## src/rtl/reg_write_arbiter_if.sv

```systemverilog
// Bundle between the requesting units and the shared register-bank write port.
// Requester-side signals (i_*) and bank-side signals (o_*) keep the arbiter's port naming.
interface reg_write_arbiter_if #(
    parameter int unsigned NUM_REQ = 4,
    parameter int unsigned WIDTH   = 32,
    parameter int unsigned ADDR_W  = 3
);
    logic [NUM_REQ-1:0]        i_req;
    logic [NUM_REQ-1:0]        i_lock;
    logic [NUM_REQ*ADDR_W-1:0] i_addr;
    logic [NUM_REQ*WIDTH-1:0]  i_data;
    logic [NUM_REQ-1:0]        o_gnt;
    logic                      o_we;
    logic [ADDR_W-1:0]         o_waddr;
    logic [WIDTH-1:0]          o_wdata;
    logic [15:0]               o_xfer_cnt;

    // Requesters plus bank observer.
    modport master (
        output i_req, i_lock, i_addr, i_data,
        input  o_gnt, o_we, o_waddr, o_wdata, o_xfer_cnt
    );

    // The arbiter itself.
    modport slave (
        input  i_req, i_lock, i_addr, i_data,
        output o_gnt, o_we, o_waddr, o_wdata, o_xfer_cnt
    );
endinterface

```

## src/rtl/reg_write_arbiter.sv

```systemverilog
// Round-robin arbiter sharing one register-bank write port among NUM_REQ requesters.
// Grant is combinational; the winning write reaches the bank one cycle later.
module reg_write_arbiter #(
    parameter int unsigned NUM_REQ = 4,
    parameter int unsigned WIDTH   = 32,
    parameter int unsigned ADDR_W  = 3
) (
    input  logic                 i_clk,
    input  logic                 i_arstn,
    input  logic                 i_srstn,
    reg_write_arbiter_if.slave   bus
);
    localparam int unsigned PTR_W = (NUM_REQ > 1) ? $clog2(NUM_REQ) : 1;
    localparam logic [PTR_W-1:0] LAST = PTR_W'(NUM_REQ - 1);

    logic [PTR_W-1:0]   ptr_q, ptr_d;
    logic               we_q, we_d;
    logic [ADDR_W-1:0]  waddr_q, waddr_d;
    logic [WIDTH-1:0]   wdata_q, wdata_d;
    logic [15:0]        cnt_q, cnt_d;

    logic [NUM_REQ-1:0] gnt;
    logic [PTR_W-1:0]   win;
    logic               found;
    logic               xfer;
    int unsigned        cand;

    // Rotating priority search starting at ptr_q; both resets mask the grant.
    always_comb begin
        gnt   = '0;
        win   = '0;
        found = 1'b0;
        cand  = 0;
        for (int unsigned i = 0; i < NUM_REQ; i++) begin
            cand = 32'(ptr_q) + i;
            if (cand >= NUM_REQ) begin
                cand = cand - NUM_REQ;
            end
            if (!found && bus.i_req[cand]) begin
                found     = 1'b1;
                win       = PTR_W'(cand);
                gnt[cand] = 1'b1;
            end
        end
        if (!i_arstn || !i_srstn) begin
            gnt   = '0;
            found = 1'b0;
        end
    end

    assign xfer = |(gnt & bus.i_req);

    always_comb begin
        ptr_d   = ptr_q;
        we_d    = 1'b0;
        waddr_d = waddr_q;
        wdata_d = wdata_q;
        cnt_d   = cnt_q;
        if (xfer) begin
            we_d    = 1'b1;
            waddr_d = bus.i_addr[win*ADDR_W +: ADDR_W];
            wdata_d = bus.i_data[win*WIDTH +: WIDTH];
            cnt_d   = cnt_q + 16'd1;
            // A locked winner keeps top priority; otherwise rotate past it.
            if (bus.i_lock[win]) begin
                ptr_d = win;
            end else if (win == LAST) begin
                ptr_d = '0;
            end else begin
                ptr_d = win + 1'b1;
            end
        end
    end

    always_ff @(posedge i_clk or negedge i_arstn) begin
        if (!i_arstn) begin
            ptr_q   <= '0;
            we_q    <= 1'b0;
            waddr_q <= '0;
            wdata_q <= '0;
            cnt_q   <= '0;
        end else if (!i_srstn) begin
            ptr_q   <= '0;
            we_q    <= 1'b0;
            waddr_q <= '0;
            wdata_q <= '0;
            cnt_q   <= '0;
        end else begin
            ptr_q   <= ptr_d;
            we_q    <= we_d;
            waddr_q <= waddr_d;
            wdata_q <= wdata_d;
            cnt_q   <= cnt_d;
        end
    end

    assign bus.o_gnt      = gnt;
    assign bus.o_we       = we_q;
    assign bus.o_waddr    = waddr_q;
    assign bus.o_wdata    = wdata_q;
    assign bus.o_xfer_cnt = cnt_q;

    a_gnt_onehot: assert property (@(posedge i_clk) disable iff (!i_arstn)
        $onehot0(gnt));
    a_gnt_subset: assert property (@(posedge i_clk) disable iff (!i_arstn)
        (gnt & ~bus.i_req) == '0);
endmodule
```

## src/flat_wrapper.sv

```systemverilog
// flat-port wrapper written by rule: the top's interface ports become plain ports
module reg_write_arbiter_flat 
#(
    parameter int unsigned NUM_REQ = 4,
    parameter int unsigned WIDTH   = 32,
    parameter int unsigned ADDR_W  = 3
)
  (i_clk, i_arstn, i_srstn, bus_i_req, bus_i_lock, bus_i_addr, bus_i_data, bus_o_gnt, bus_o_we, bus_o_waddr, bus_o_wdata, bus_o_xfer_cnt);
  reg_write_arbiter_if #(.NUM_REQ(NUM_REQ), .WIDTH(WIDTH), .ADDR_W(ADDR_W)) bus_i ();
  input  logic i_clk;
  input  logic i_arstn;
  input  logic i_srstn;
  input wire logic [$bits(bus_i.i_req)-1:0] bus_i_req;
  input wire logic [$bits(bus_i.i_lock)-1:0] bus_i_lock;
  input wire logic [$bits(bus_i.i_addr)-1:0] bus_i_addr;
  input wire logic [$bits(bus_i.i_data)-1:0] bus_i_data;
  output wire logic [$bits(bus_i.o_gnt)-1:0] bus_o_gnt;
  output wire logic [$bits(bus_i.o_we)-1:0] bus_o_we;
  output wire logic [$bits(bus_i.o_waddr)-1:0] bus_o_waddr;
  output wire logic [$bits(bus_i.o_wdata)-1:0] bus_o_wdata;
  output wire logic [$bits(bus_i.o_xfer_cnt)-1:0] bus_o_xfer_cnt;
  assign bus_i.i_req = bus_i_req;
  assign bus_i.i_lock = bus_i_lock;
  assign bus_i.i_addr = bus_i_addr;
  assign bus_i.i_data = bus_i_data;
  assign bus_o_gnt = bus_i.o_gnt;
  assign bus_o_we = bus_i.o_we;
  assign bus_o_waddr = bus_i.o_waddr;
  assign bus_o_wdata = bus_i.o_wdata;
  assign bus_o_xfer_cnt = bus_i.o_xfer_cnt;
  reg_write_arbiter #(.NUM_REQ(NUM_REQ), .WIDTH(WIDTH), .ADDR_W(ADDR_W)) u_core (.i_clk(i_clk), .i_arstn(i_arstn), .i_srstn(i_srstn), .bus(bus_i));
endmodule
```

## config.mk

```make
export PLATFORM = sky130hd
export DESIGN_NAME = reg_write_arbiter_flat
export DESIGN_NICKNAME = d
export VERILOG_FILES = /design/src/rtl/reg_write_arbiter_if.sv /design/src/rtl/reg_write_arbiter.sv /design/src/flat_wrapper.sv
export SDC_FILE = /design/constraint.sdc
export NUM_CORES = 1
export LEC_CHECK = 0
export CAP_MARGIN = 20
export CORE_ASPECT_RATIO = 1.25
export CORE_MARGIN = 2
export CORE_UTILIZATION = 35
export CTS_BUF_LIST = sky130_fd_sc_hd__clkbuf_16
export DETAILED_ROUTE_END_ITERATION = 10
export GPL_TIMING_DRIVEN = 0
export PLACE_DENSITY = 0.72
export SLEW_MARGIN = 0
export SYNTH_ARGS = -nofsm -noshare
export SYNTH_HDL_FRONTEND = slang
export SYNTH_SLANG_ARGS = --single-unit
```

## constraint.sdc

```tcl
create_clock -name i_clk -period 8.2 [get_ports i_clk]
set_input_delay 0.82 -clock i_clk [delete_from_list [all_inputs] [get_ports i_clk]]
set_output_delay 0.82 -clock i_clk [all_outputs]
set_load 0.005 [all_outputs]
```

==> flow_summary.yaml <==
global_routing:
  grt_pass1_vias: 4405
  grt_pass1_wl_um: 22000
  grt-ovfl-total: 0
  track_usage_pct: 21.6
  grt_max_degree: 33
  antenna_found_initial: 0
routing:
  avgRoutedWirePerCell_um: 17.2
  routed_wl_um: 13900
  antenna_left: 0
  num_vias: 4132
  firstDrtPassIters: 4
  drc_errors: 0
  drt_iter0_drc: 124
  viasPerCell: 5.13
synthesis:
  avgSynthCellArea_sq_um: 9.97
  syn_nets: 582
  async_flop_share_pct: 100
  synth.area.top_cells: "dfrtp_1, mux2i_1, mux2_2"
  yosys_warnings: 0
  synth_cells: 426
  synth_most_common_cell: "mux2i_1"
  synth_edf_count: 0
  netlist_area_sq_um: 4250
  ys_types: 48
  ys_ff_latch: 54
  synthTopCellsByCount: "mux2i_1, nand2_1, dfrtp_1"
  ys_seq_area_share_pct: 31.8
  synth_top_area_cell: "dfrtp_1"
  synth.top_cell.area_share_pct: 31.8
  synth_ff_type: "dfrtp_1"
timing:
  relSlewSlack_pct: 42.7
  setup_tns_ns: 0
  fin_crit_ns: 4.29
  setup_violations: 0
  timing.final.crit_share_pct: 52.3
  worst_pin_slew_ns: 0.860
  clock_skew_ns: 0.00651
  slew_violations: 0
  hold_viol: 0
  fmax_mhz: 233
  rsz0062_at_grt: "false"
floorplan:
  start_util_pct: 35.4
  die_w_um: 103
  core_sq_um: 12000
  dieArea_sq_um: 13000
  die_y_um: 127
  rows: 45
  ioPinCount: 207
cts:
  cts_resized: 0
  cts.sinks: 54
  cts_buffers: 5
  postCtsHoldBufs: 0
  path_clk_slew_ns: 0.07
  clkLatencyLatePin_ns: 0.30
  clk_root_buffer_cell: "clkbuf_16"
  clockBufferDepth: 2
  h-tree-depth: 2
  post_cts_buffers: 0
  cts_tree: "yes"
placement:
  dp_hpwl_um: 10900
  gp_congestion: 0.893
  dp_cells: 797
  io_buffers: 206
cells_and_area:
  antenna_cells: 0
  stdcell_count: 805
  fin_nets: 796
  area_growth_pct: 57.2
  final_core_util_pct: 55.7
  drive_above_1_share_pct: 10.5
power:
  power.leakage_nw: 2.63
  p_per_area_nw_per_um2: 188
  ir_drop_v: 0.0000823
setup_path:
  critPathMaxFanout: 10
  reg2reg_depth: 11
  required_ns: 7.38
  reg2reg_to: "u_core.bus.o_wdata[26]"
  start_kind: "register"
  crit_path_max_incr_delay_ns: 0.53
  cp_cell_sequence: "buf_2 > inv_1 > ha_1 > mux4_2 > clkbuf_1 > nand3b_1 > a22o_1 > a21oi_1 > clkdlybuf4s50_1"
  r2r_slack_ns: 4.06
  cpMaxStageDelayCell: "mux4_2"
  end_kind: "output pin"
  r2r-start: "u_core.ptr_q[0]"
  crit_type: "reg2out"
  arrival_ns: 3.47
run_status:
  status: "completed"
run:
  drv_cap: 0
worst_hold_path:
  min_from: "u_core.bus.o_wdata[31]"
  hold_path_depth: 2
  holdPathEnd: "u_core.bus.o_wdata[31]"
  min-delay-path-class: "reg2reg"
flip-flops by register name, indices dropped and copies added, names as in the netlist:
signal / count
u_core.bus.o_wdata: 32
u_core.bus.o_waddr: 3
u_core.ptr_q: 2
u_core.bus.o_we: 1
u_core.bus.o_xfer_cnt: 16
cell type report:
cell class / count / area [sq um]
well taps: 164 / 205
repair buffers: 207 / 2080
multi-input cells: 333 / 2710
fillers: 1109 / 5320
clock buffers: 5 / 125
plain buffers: 32 / 161
flip-flops and latches: 54 / 1350
inverters: 7 / 26.3
clock inverters: 3 / 16.3
worst max path at each step:
stage | start | end | slack, ns
2_1_floorplan | u_core.ptr_q[0] | u_core.bus.o_wdata[23] | 4.83
3_3_place_gp | i_arstn | bus_o_gnt[0] | 2.88
3_5_place_dp | bus_i_req[1] | u_core.bus.o_wdata[4] | 3.97
4_1_cts | u_core.ptr_q[0] | bus_o_gnt[0] | 3.92
5_1_grt | u_core.ptr_q[0] | bus_o_gnt[3] | 3.69
6_report | u_core.ptr_q[0] | bus_o_gnt[0] | 3.91
layout by cell type, fill, tap and decap left out, types with 2 or more instances in the layout:
master	n
clkbuf_1	14
buf_6	2
mux2_1	4
nand2b_1	15
a2111o_1	2
mux2i_1	126
and2_1	3
nand3_1	6
nand3b_1	4
and3_1	2
nor3b_1	2
clkdlybuf4s50_1	205
nor3_1	2
and3b_1	2
buf_2	13
mux4_2	3
o21ai_0	2
a221oi_1	2
and4_1	2
nand4_1	4
dfrtp_1	54
clkbuf_16	5
inv_1	7
mux2_2	34
buf_4	3
ha_1	5
nor2_1	6
nand2_1	67
a2111oi_0	3
a21oi_1	18
critical path, delay by kind of cell (launching register included):
kind	cells	cell delay, ns
muxes	1	0.53
adders and majority gates	1	0.40
DFF	1	0.51
buffers and inverters	4	1.15
AOI/OAI and AO/OA	2	0.33
and+or+nand+nor	1	0.25
metal layers:
metal | part of all wire, % | global-route usage (%)
met4 | 1.7 | 5.18
met2 | 55 | 40.7
met3 | 5.4 | 4.43
met1 | 38 | 24.2
met5 | 0 | 0
through the flow:
stage               setup slack, ns  hold slack (ns)  power (mW)  area (sq um)
global route                   3.69            0.558        1.34          6680
finish                         3.91            0.533        1.26          6680
CTS                            3.92            0.537        1.27          6680
detailed placement             3.97            0.524        1.05          6540
global placement               2.88            0.522        1.04          6510
floorplan                      4.83            0.524       0.760          4250
power breakdown:
| part | leakage [nW] | switching, mW | internal [mW] | total (mW) |
|---|---|---|---|---|
| clock | 0.0672 | 0.0996 | 0.112 | 0.212 |
| sequential | 0.734 | 0.0368 | 0.315 | 0.351 |
| combinational | 1.83 | 0.309 | 0.385 | 0.694 |
| total | 2.63 | 0.445 | 0.812 | 1.26 |
cells by family after synthesis:
group / synth area share [%]
adders and majority gates: 1.47
DFF: 31.8
and+or+nand+nor: 13.7
muxes: 41.4
buffers and inverters: 4.42
AOI/OAI and AO/OA: 7.25
Note: power is estimated with default switching activity, not from simulation.
